### config.mk
export PLATFORM = sky130hd
export DESIGN_NAME = aes_round_ctrl
export DESIGN_NICKNAME = d
export VERILOG_FILES = /design/src/rtl/aes_pkg.sv /design/src/rtl/aes_rcon_gen.sv /design/src/rtl/aes_round_ctrl.sv
export SDC_FILE = /design/constraint.sdc
export NUM_CORES = 1
export LEC_CHECK = 0
export ABC_AREA = 1
export BUFFER_PORTS_ARGS = -buffer_cell sky130_fd_sc_hd__buf_4
export CORE_AREA = 2 2 354 356
export CTS_BUF_LIST = sky130_fd_sc_hd__clkbuf_4
export CTS_CLUSTER_DIAMETER = 30
export DETAILED_ROUTE_END_ITERATION = 10
export DIE_AREA = 0 0 356 358
export HOLD_SLACK_MARGIN = 0.06
export PLACE_DENSITY = 0.38
export REMOVE_ABC_BUFFERS = 1
export SYNTH_ARGS = -nofsm -noshare
export SYNTH_HDL_FRONTEND = slang
export SYNTH_SLANG_ARGS = --single-unit
### constraint.sdc
create_clock -name clk -period 1.9 [get_ports clk]
set_clock_uncertainty 0.1 [all_clocks]
set_input_delay 0.38 -clock clk [delete_from_list [all_inputs] [get_ports clk]]
set_output_delay 0.38 -clock clk [all_outputs]
set_load 0.01 [all_outputs]
### src/rtl/aes_pkg.sv
// Shared AES definitions: controller FSM encoding, AES-128 round constants and
// the GF(2^8) doubling helper also used by the mixing_column matrix multiply.
package aes_pkg;

   localparam int         AES_NR    = 10;
   localparam logic [7:0] RCON_INIT = 8'h01;
   localparam logic [7:0] RCON_POLY = 8'h1B;

   typedef logic [1:0] fsm_state_t;

   localparam logic [1:0] IDLE  = 2'd0;
   localparam logic [1:0] ROUND = 2'd1;
   localparam logic [1:0] DONE  = 2'd2;

   // Multiply by x in GF(2^8) modulo the AES polynomial.
   function automatic logic [7:0] xtime8(input logic [7:0] b);
      return {b[6:0], 1'b0} ^ (b[7] ? RCON_POLY : 8'h00);
   endfunction

endpackage

### src/rtl/aes_rcon_gen.sv
// Rcon generator for the AES-128 key schedule: 8-bit register that is loaded
// with the first constant at block start and doubled in GF(2^8) each round.
module aes_rcon_gen
   import aes_pkg::*;
(
   input  logic       clk,
   input  logic       rst_n,
   input  logic       load,
   input  logic       step,
   output logic [7:0] rcon
);

   always_ff @(posedge clk or negedge rst_n) begin
      if (!rst_n)
         rcon <= RCON_INIT;
      else if (load)
         rcon <= RCON_INIT;
      else if (step)
         rcon <= xtime8(rcon);
   end

endmodule

### src/rtl/aes_round_ctrl.sv
// Iterative AES-128 encryption sequencer driving an external round datapath.
// Optional abort input enabled by defining AES_ROUND_CTRL_ABORT_EN.
module aes_round_ctrl
   import aes_pkg::*;
#(
   parameter int NR   = AES_NR,
   parameter int RC_W = 4
) (
   input  logic         clk,
   input  logic         rst_n,
   input  logic         in_valid,
   output logic         in_ready,
   input  logic [127:0] in_pt,
   input  logic [127:0] in_key,
`ifdef AES_ROUND_CTRL_ABORT_EN
   input  logic         abort,
`endif
   output logic         out_valid,
   input  logic         out_ready,
   output logic [127:0] out_ct,
   output logic         busy,
   output logic [127:0] rnd_state_o,
   output logic [127:0] rnd_key_o,
   output logic [7:0]   rnd_rcon_o,
   output logic         rnd_last_o,
   input  logic [127:0] rnd_state_i,
   input  logic [127:0] rnd_key_i
);

   localparam logic [RC_W-1:0] LAST_RND = RC_W'(NR);

   fsm_state_t        fsm_q;
   logic [RC_W-1:0]   round_q;
   logic [127:0]      state_q;
   logic [127:0]      key_q;
   logic [127:0]      ct_q;
   logic              accept;
   logic              in_round;
   logic              is_last;
   logic              abort_req;

   assign accept   = in_valid && (fsm_q == IDLE);
   assign in_round = (fsm_q == ROUND);
   assign is_last  = in_round && (round_q == LAST_RND);

`ifdef AES_ROUND_CTRL_ABORT_EN
   assign abort_req = abort && (fsm_q != IDLE);
`else
   assign abort_req = 1'b0;
`endif

   // Ciphertext is kept in its own register so out_ct keeps showing the last
   // result while the next block is being processed in state_q.
   always_ff @(posedge clk or negedge rst_n) begin
      if (!rst_n) begin
         fsm_q   <= IDLE;
         round_q <= '0;
         state_q <= '0;
         key_q   <= '0;
         ct_q    <= '0;
      end else if (abort_req) begin
         fsm_q   <= IDLE;
         round_q <= '0;
         state_q <= '0;
         key_q   <= '0;
      end else begin
         case (fsm_q)
            IDLE: begin
               if (in_valid) begin
                  state_q <= in_pt ^ in_key;
                  key_q   <= in_key;
                  round_q <= RC_W'(1);
                  fsm_q   <= ROUND;
               end
            end
            ROUND: begin
               state_q <= rnd_state_i;
               key_q   <= rnd_key_i;
               if (is_last) begin
                  ct_q  <= rnd_state_i;
                  fsm_q <= DONE;
               end else begin
                  round_q <= round_q + RC_W'(1);
               end
            end
            DONE: begin
               if (out_ready)
                  fsm_q <= IDLE;
            end
            default: fsm_q <= IDLE;
         endcase
      end
   end

   aes_rcon_gen u_rcon (
      .clk   (clk),
      .rst_n (rst_n),
      .load  (accept),
      .step  (in_round && !abort_req),
      .rcon  (rnd_rcon_o)
   );

   assign in_ready    = (fsm_q == IDLE);
   assign out_valid   = (fsm_q == DONE);
   assign busy        = (fsm_q != IDLE);
   assign out_ct      = ct_q;
   assign rnd_state_o = state_q;
   assign rnd_key_o   = key_q;
   assign rnd_last_o  = is_last;

endmodule

==> results of run 1 <==
-- metrics by stage --
stage          std cells  setup WS, ps  area [um2]  setup TNS, ps  utilization [%]
2_1_floorplan       2010         -9602       17030       -2239390                -
3_3_place_gp        4669         127.6       27070              0            21.95
3_5_place_dp        4669         118.8       27070              0            21.95
-- cells by family after synthesis --
| logic type | Yosys count | synth area share (%) |
|---|---|---|
| and+or+nand+nor | 1454 | 32.85 |
| DFF | 398 | 56.41 |
| buffers and inverters | 132 | 3.933 |
| xor gates and xnor gates | 128 | 6.349 |
| AOI/OAI and AO/OA | 9 | 0.3118 |
| adders and majority gates | 2 | 0.1417 |
-- Yosys cell counts (all sizes together) --
cell / number / area share (%)
buf: 97 / 3.2
clkbuf: 16 / 0.36
dfrtp: 397 / 56
dfstp: 1 / 0.15
ha: 2 / 0.14
inv: 19 / 0.40
nand2: 1182 / 25
nand3: 264 / 7.5
nand4: 2 / 0.071
nor2: 6 / 0.16
o211ai: 1 / 0.043
o21ai: 5 / 0.16
o22ai: 3 / 0.11
xor2: 128 / 6.3
==> run metrics, run 1 <==
width of the die=between 300 and 400 um; initial core utilization=roughly 14%; stopping stage=clock tree synthesis; CTS sink count=between 300 and 400; maximum root-to-sink buffer count=3; Post-Synthesis Cell Area=0.01766 mm2; H-Tree Depth=4; num ports=912; Num CTS Buffers=~150; GP Congestion=0.8687; Post-CTS Hold Buffers=about 1000; dpl hpwl=roughly 72000 um; First Err=[ERROR RSZ-0060] Max buffer count reached.; Die H=around 360 um; PortBufs=between 900 and 1000; cts repair resizes=between 400 and 500; YS warnings=0; post-CTS setup buffer count=88; clk root buf=clkbuf_4; Synth Register Bits=398; status=aborted with a tool error; mean area per synthesized cell=about 8.3 um2; row count=129; Post-Syn Instances=about 2100; Netlist cell types=21; sequential fraction of the synthesis area=a little under three fifths
==> run 2, diff against run 1 <==
- CORE_AREA: 2 2 354 356 -> 2 2 353 355
- CTS_BUF_LIST: sky130_fd_sc_hd__clkbuf_4 -> not set
- CTS_CLUSTER_DIAMETER: 30 -> not set
- DIE_AREA: 0 0 356 358 -> 0 0 355 357
- HOLD_SLACK_MARGIN: 0.06 -> not set
- PLACE_DENSITY: 0.38 -> not set
- PLACE_DENSITY_LB_ADDON: not set -> 0.15
==> run 2 against run 1 <==
Net effect:
- the flow now finishes, with violations (negative setup slack)
- synthesized cell count is the same
- area after synthesis is the same
==> run metrics, run 2 <==
Final period util=112.9%; sequential fraction of the synthesis area=56.41%; first-pass GRT wire length=roughly 130000 um; Critical Path RT=roughly 1400 ps; status=finished, violations left; most frequent cells in the layout=nand2_1 (1179), buf_4 (977), dlygate4sd3_1 (585); vias in the first global route=around 21000; Worst Hold Margin=about 53 ps; r2r setup slk=approximately 100 ps; Final nets=~4200; area leader, netlist=dfrtp_1; # fillers=between 10000 and 15000; Pins Over Slew Limit=0; maximum root-to-sink buffer count=3; Cell Pwr Density=roughly 1300 mW/mm2; vias per std cell=approximately 3.7; commonest non-fill, non-tap cell in the layout=nand2_1; Congestion Overflow GR=0; Leak=between 15 and 20 nW; row count=roughly 130; Critical R2R Launch=round_q[0]; top cells by count, synth=nand2_1 (1181), dfrtp_1 (397), nand3_1 (264); layout overhead on the synthesized area=96.44%; dpl hpwl=about 66000 um; Post-Syn Instances=roughly 2100; PortBufs=~900; Fin. Hold Viols=0; CTS sink count=a little under 400; Slew @ Worst Pin=approximately 440 ps; Max VDD drop=roughly 0.52 mV; Reg2Reg Depth=10; total negative slack=-429.6 ps; clk root buf=clkbuf_16; mean area per synthesized cell=8.317 um2; mean routed wirelength per cell=around 17 um; R2R Path End=out_ct[74]; async set-reset flop share out of synthesis=100.0%; unrepaired setup endpoints after global routing=true; worst hold path class=primary input to flop; number of synthesized flops with an enable pin=0; initial DRC count=roughly 820; initial core utilization=between 10% and 20%; Via Count=roughly 20000; Synth Register Bits=398; clock-pin slew of the registers on the worst-case setup and hold paths=around 60 ps; relative slew slack=70.68%; post-synth top area share=about 56%; failing checks=negative setup slack; num ports=~910; WP data arrival=1670 ps; most numerous cell in the Yosys netlist=nand2_1; Post-Synthesis Cell Area=0.01766 mm2; fmax=0.4661 GHz; Total GRT Usage=roughly 13%; Setup violations, final=3; worst hold start=rnd_key_i[112]; Worst Hold End=rnd_key_o[112]; Tmin final=between 2000 and 2500 ps; dpl ws=142.1 ps; YS warnings=0; DR pass1 iterations=4; width of the die=355 um; CTS tree=done; Worst Hold Path Cells=3; top_reg_cell synth=dfrtp_1; DRC=0; drt total wl=between 80000 and 90000 um; share of layout cells above drive strength 1=between 20% and 30%; Worst-Skew Late Latency=600 ps; initial antenna violation count=4; die area=0.1267 mm2; final worst setup slack=-245.4 ps; Crit. End Element=output pin; Die H=357 um; Netlist cell types=21; crit path kind=flop to output pin; # Max-Cap Violations=0; CP max FO=2; CP Launch Type=flop; H-Tree Depth=2; Num CTS Buffers=between 50 and 60; GP Congestion=~0.8; largest net degree at the start of global routing=62; core area=0.1230 mm2; top post-synthesis cells by area=dfrtp_1 (56%), nand2_1 (25%), nand3_1 (7.5%), xor2_1 (6.3%), buf_2 (2.0%); Post-DRT Antenna Nets=0
run 2: cell counts after synthesis:
No cell type changed its count.
run 2: worst max path at each step:
stage                     from          end  slack [ps]  cells after the start
CTS                 round_q[0]   rnd_last_o        -380                      7
global route        round_q[0]   rnd_last_o        -400                      7
floorplan             fsm_q[0]   rnd_last_o       -9600                      4
finish              round_q[0]   rnd_last_o        -250                      7
detailed placement  round_q[0]   out_ct[65]         140                      9
global placement    round_q[0]  out_ct[123]         160                      9
run 2: critical path, cell delays in order (launching register included):
cell,delay (ps)
dfrtp_1,370
inv_1,60
ha_2,180
nand2_2,60
nor2_4,100
nand2_4,80
inv_8,90
buf_6,110
run 2: timing repair:
item,in CTS,in global routing
pin swaps,1,1
hold buffers,585,0
endpoints found under the hold margin,614,0
gates resized for setup,10,3
setup endpoints to repair,4,81
cloned,0,1
setup buffers,3,0
run 2: layer usage:
| layer | part of all wire, % | global-route usage, % | wire, um |
|---|---|---|---|
| met1 | 40 | 15.68 | 35880 |
| met2 | 50 | 23.38 | 44160 |
| met3 | 6.6 | 3.628 | 5915 |
| met5 | 0.026 | 0 | 23 |
| met4 | 3.4 | 4.822 | 3058 |
run 2: layout make-up:
class | count | area [um2] | area share, %
repair buffers | 1599 | 13900 | 40.08
clock buffers | 84 | 1593 | 4.592
flip-flops and latches | 398 | 9961 | 28.72
inverters | 19 | 86.33 | 0.2489
diodes | 3 | 7.507 | 0.02164
multi-input cells | 1593 | 7042 | 20.30
well taps | 1637 | 2048 | 5.905
clock inverters | 8 | 45.04 | 0.1299
run 2: report_power, final:
part           leakage [nW]  switching (W)  internal (W)  total [W]
Sequential             4.73        0.00242        0.0125     0.0149
Clock                 0.804        0.00401       0.00567    0.00968
Combinational          11.5         0.0110       0.00977     0.0207
Total                  17.0         0.0174        0.0279     0.0453
run 2: cell families (layout without fill, tap and decap cells):
| logic type | Yosys count | count (layout) | synth area share, % |
|---|---|---|---|
| buf+inv | 132 | 1710 | 3.933 |
| compound gates | 9 | 9 | 0.3118 |
| other cells | 0 | 3 | 0 |
| simple gates | 1454 | 1454 | 32.85 |
| xor+xnor | 128 | 128 | 6.349 |
| flops | 398 | 398 | 56.41 |
| fa+ha+maj | 2 | 2 | 0.1417 |
run 2: through the flow:
stage | utilization, % | power (W) | cell area [um2] | instances
floorplan | - | 0.02022 | 17030 | 2010
global placement | 22.04 | 0.03514 | 27110 | 4658
detailed placement | 22.04 | 0.03499 | 27110 | 4658
CTS | 28.17 | 0.04632 | 34640 | 5337
global route | 28.20 | 0.04855 | 34680 | 5340
finish | 28.20 | 0.04533 | 34690 | 5341
Power figures use the tool's default switching activity.
==> run 3, diff against run 2 <==
--- a/config.mk
+++ b/config.mk
@@ -13,2 +13,3 @@
 export PLACE_DENSITY_LB_ADDON = 0.15
+export RECOVER_POWER = 25
 export REMOVE_ABC_BUFFERS = 1
--- a/constraint.sdc
+++ b/constraint.sdc
@@ -4,2 +4,2 @@
 set_output_delay 0.38 -clock clk [all_outputs]
-set_load 0.01 [all_outputs]
+set_load 0.1 [all_outputs]
==> run 3 against run 2 <==
Net effect:
- routed wire length hardly changed
- non-clock buffer count is 17 higher
- flip-flop and latch count stayed put
- largest cell class unchanged
- highest routed layer is now met4
- register-to-register slack worse by 80 ps
- core utilization is 0.26 points higher
- the run still ends with negative setup slack left
- count of clock-buffer cells in the layout is 1 higher
==> run metrics, run 3 (synthesized netlist as in run 2, its figures left out) <==
status=finished, violations left; failing checks=negative setup slack; Via Count=around 20000; Layout Cell Area excl Fill=0.03500 mm2; width of the die=around 360 um; WP buf/inv=3; mean routed wirelength per cell=16.59 um; dpl hpwl=between 60000 and 70000 um; Crit. End Element=output pin; final worst setup slack=-354.6 ps; CP max FO=2; PortBufs=911; CTS sink count=about 400; Pins Over Slew Limit=0; commonest non-fill, non-tap cell in the layout=nand2_1; Congestion Overflow GR=0; Multi-input gate area=a little over 0.007 mm2; initial DRC count=approximately 870; GP Congestion=0.8196; DR pass1 iterations=5; Worst Hold Margin=just under 50 ps; DRC=0; Tmin final=about 2300 ps; vias per std cell=3.706; unrepaired setup endpoints after global routing=true; Final nets=between 4000 and 5000; die area=approximately 0.13 mm2; Core Util, Final=between 20% and 30%; Post-DRT Antenna Nets=0; cell family with most CP delay=flip-flops; share of layout cells above drive strength 1=a little under a third; # fillers=between 10000 and 15000; CP Launch Type=flop; drt total wl=88980 um; Die H=around 360 um; Total GRT Usage=13.40%; H-Tree Depth=2; relative slew slack=a little under half; clock-pin slew of the registers on the worst-case setup and hold paths=60 ps; most frequent cells in the layout=nand2_1 (1178), buf_4 (972), dlygate4sd3_1 (588); vias in the first global route=21210; Num CTS Buffers=52; Setup violations, final=4; worst hold path class=primary input to flop; initial antenna violation count=2; Area after DPL=between 0.02 and 0.03 mm2; clk root buf=clkbuf_16; row count=129; largest net degree at the start of global routing=65; # Max-Cap Violations=0; crit path kind=flop to output pin; num ports=roughly 900; Slew @ Worst Pin=around 800 ps; dpl ws=roughly 59 ps; maximum root-to-sink buffer count=3; layout overhead on the synthesized area=98.22%; WP data arrival=1770 ps; Fin. Hold Viols=0; CP Cell Sequence=inv_1, ha_2, nand2_2, nor2_4, nand2_4, inv_8, buf_12; Slowest Stage Delay on Critical Path=380 ps; register area=around 0.01 mm2; Worst-Skew Late Latency=around 620 ps; first-pass GRT wire length=between 100000 and 150000 um; core area=about 0.12 mm2; CTS tree=done; initial core utilization=approximately 14%; Critical Path RT=between 1000 and 1500 ps; slowest cell on the critical path=dfrtp_1; Final period util=118.7%; fmax=between 0.4 and 0.5 GHz
[run 3: cell types whose count changed in the layout (fill, tap and decap cells not counted), sizes merged]
cell         change
bufinv           +3
clkbuf          +10
clkinvlp         +1
dlygate4sd3      +3
buf              +5
inv              +1
clkinv           -2
[run 3: path summary, 6_finish.rpt]
kind,start,endpoint,slack (ps),cells after the start
min,rnd_key_i[112],rnd_key_o[112],50,3
min in group asynchronous,rst_n,rnd_key_o[116],270,2
max reg2reg,round_q[0],out_ct[14],20,11
min reg2reg,out_ct[121],out_ct[121],380,2
max,round_q[0],rnd_last_o,-350,7
max in group asynchronous,rst_n,rnd_state_o[87],120,4
[run 3: area by class of cell]
class,count,area share (%)
multi-input cells,1593,20.14
inverters,19,0.2574
flip-flops and latches,398,28.47
well taps,1637,5.852
clock inverters,11,0.4183
repair buffers,1616,40.30
clock buffers,85,4.533
diodes,3,0.02145
[run 3: what timing repair did]
action | in CTS | in global routing
hold buffers | 588 | 0
endpoints found under the hold margin | 650 | 0
cloned | 0 | 2
endpoints found under the setup margin | 10 | 86
buffers inserted | 4 | 5
pin swaps | 2 | 2
gates resized for setup | 26 | 14
[run 3: worst min-delay path: cells and delay by family]
kind / cells / cell delay [ps]
buf+inv: 1 / 70
simple gates: 2 / 270
[run 3: metal layers]
metal,global-route usage [%],part of all wire (%),vias up
met4,4.373,3.1,0
li1,-,-,9754
met2,23.45,50,633
met3,3.827,7.0,123
met1,15.70,40,9362
met5,0,0,-
[run 3: metrics by stage]
step	setup TNS [ps]	std cells
3_3_place_gp	0	4665
6_report	-739.0	5362
5_1_grt	-7953	5361
4_1_cts	-1346	5353
2_1_floorplan	-2278460	2010
3_5_place_dp	0	4665
Power of run 3 is left out: the tool's default activity adds up to more than one toggle a clock period on the data nets, which glitch-free logic cannot reach.
==> run 4, diff against run 3 <==
- CELL_PAD_IN_SITES_DETAIL_PLACEMENT: not set -> 2
- CELL_PAD_IN_SITES_GLOBAL_PLACEMENT: not set -> 2
- CORE_AREA: 2 2 353 355 -> 2 2 357 359
- DIE_AREA: 0 0 355 357 -> 0 0 359 361
- SYNTH_HIERARCHICAL: not set -> 1
==> run 4 against run 3 <==
Net effect:
- the flow still finishes with violations (negative setup slack)
- flip-flop and latch count unchanged
- fmax rose by 1.9%
- register-to-register slack lost 30 ps
- count of clock-buffer cells in the layout up 3
- core utilization down 0.13 points
- hold slack improved by 13 ps
- global-route usage up 2.9 points
- routed wire length is 23% higher
- non-clock buffer count rose by 18
- critical path type unchanged
- highest routed layer is now met5
==> run metrics, run 4 <==
most frequent cells in the layout=nand2_1 (1182), buf_4 (954), dlygate4sd3_1 (597); Via Count=approximately 21000; commonest non-fill, non-tap cell in the layout=nand2_1; width of the die=~360 um; Slew @ Worst Pin=roughly 1100 ps; Final nets=between 4000 and 5000; post-synth top area share=56.45%; initial core utilization=between 10% and 20%; CTS sink count=~400; dpl hpwl=between 70000 and 80000 um; Critical R2R Launch=fsm_q[1]; PortBufs=911; vias per std cell=around 3.9; DR pass1 iterations=4; CTS tree=done; Worst-Skew Late Latency=~650 ps; sequential fraction of the synthesis area=56.60%; num ports=912; Crit. End Element=output pin; Layout Cells excl Fill=between 5000 and 6000; Critical Path RT=approximately 1400 ps; CP Launch Type=flop; Netlist cell types=22; mean area per synthesized cell=around 8.3 um2; Setup violations, final=between 60 and 70; failing checks=negative setup slack; Post-Synthesis Cell Area=0.01760 mm2; share of layout cells above drive strength 1=between 30% and 40%; worst hold path class=primary input to flop; Post-DRT Antenna Nets=0; maximum root-to-sink buffer count=3; vias in the first global route=24800; Post-Syn Instances=2127; placed insts=about 4700; top cells by count, synth=nand2_1 (1190), dfrtp_1 (397), nand3_1 (264); relative slew slack=27.48%; top_reg_cell synth=dfrtp_1; async set-reset flop share out of synthesis=100.0%; Pins Over Slew Limit=0; worst hold start=in_pt[13]; Worst Hold Path Cells=4; r2r setup slk=-10 ps; clk root buf=clkbuf_16; Worst Hold End=rnd_state_o[13]; die area=around 0.13 mm2; Congestion Overflow GR=0; unrepaired setup endpoints after global routing=true; Die H=361 um; DRC=0; Tmin final=2213 ps; # Max-Cap Violations=0; status=finished, violations left; CP max FO=2; YS warnings=6; crit path kind=flop to output pin; Core Util, Final=between 20 and 30%; top post-synthesis cells by area=dfrtp_1 (56%), nand2_1 (25%), nand3_1 (7.5%), xor2_1 (6.4%), buf_2 (2.4%); layout overhead on the synthesized area=101.9%; WP data arrival=roughly 1700 ps; initial DRC count=about 780; first-pass GRT wire length=around 160000 um; initial antenna violation count=7; # fillers=14080; Final period util=116.5%; drt total wl=around 110000 um; dpl ws=2.287 ps; Synth Register Bits=about 400; Total GRT Usage=~16%; fmax=around 0.45 GHz; Num CTS Buffers=between 50 and 60; most numerous cell in the Yosys netlist=nand2_1; largest net degree at the start of global routing=between 80 and 90; Reg2Reg Depth=11; H-Tree Depth=2; clock-pin slew of the registers on the worst-case setup and hold paths=approximately 50 ps; Fin. Hold Viols=0; row count=130; Multi-input gate area=roughly 0.0072 mm2; core area=around 0.13 mm2; mean routed wirelength per cell=just over 20 um; final worst setup slack=-313.0 ps; register area=between 0.009 and 0.01 mm2; area leader, netlist=dfrtp_1; number of synthesized flops with an enable pin=0; R2R Path End=rnd_key_o[88]; GP Congestion=between 0.8 and 0.9
-- run 4: cell count changes after synthesis, moves of 2 or more --
cell      change
inv_2         +2
clkbuf_1      +9
buf_1         +2
buf_2        +14
inv_1         -3
buf_4        -24
o21ai_1       -3
nor2_4        +2
nand2_1       +9
o22ai_1       -3
-- run 4: repair_timing --
item | CTS | global route
cloned | 0 | 5
hold buffers | 596 | 1
setup endpoints to repair | 27 | 346
endpoints found under the hold margin | 514 | 1
resized for setup | 66 | 23
buffers inserted | 9 | 4
pin swaps | 5 | 2
-- run 4: how the worst max path moves through the flow --
stage | from | to | slack, ps | depth (start not counted)
2_1_floorplan | fsm_q[0] | rnd_key_o[0] | -7000 | 3
3_3_place_gp | round_q[0] | rnd_last_o | -40 | 7
3_5_place_dp | round_q[0] | rnd_last_o | 2 | 7
4_1_cts | round_q[0] | rnd_last_o | -460 | 7
5_1_grt | round_q[0] | rnd_last_o | -430 | 7
6_report | round_q[0] | rnd_last_o | -310 | 7
-- run 4: cell type report --
type / count / area share [%]
clock inverters: 6 / 0.1867
clock buffers: 88 / 4.477
repair buffers: 1634 / 41.04
well taps: 1650 / 5.811
flip-flops and latches: 398 / 28.06
multi-input cells: 1599 / 20.13
diodes: 5 / 0.03522
inverters: 18 / 0.2677
-- run 4: logic make-up (layout without fill, tap and decap cells) --
family          after synthesis  in the layout  synth area share, %
other cells                   0              5                    0
buf+inv                     130           1746                3.427
fa+ha+maj                     2              2               0.1422
flops                       398            398                56.60
xor+xnor                    128            128                6.370
compound gates                6              6               0.2275
simple gates               1463           1463                33.23
-- run 4: through the flow --
stage,hold slack (ps),instance area [um2],setup TNS [ps]
floorplan,-15.59,17060,-2689180
detailed placement,208.4,27350,0
CTS,4.094,35290,-5587
global route,36.11,35520,-50430
global placement,207.5,27350,-86.33
finish,61.57,35520,-1721
-- run 4: worst max-delay path, cell delays in order (launching register included) --
cell      delay (ps)
dfrtp_1          390
inv_2             80
ha_4             140
nand2_4           50
nor2_4            90
nand2_4           80
clkinv_8          80
buf_12           170
-- run 4: metal layers --
metal / up-vias / part of all wire [%] / global-route usage [%]
met5: - / 0.015 / 0
met4: 2 / 4.0 / 6.006
met3: 166 / 6.9 / 5.058
met2: 666 / 51 / 29.84
met1: 10460 / 38 / 17.49
li1: 9778 / - / -
Power of run 4 is left out for the same reason.
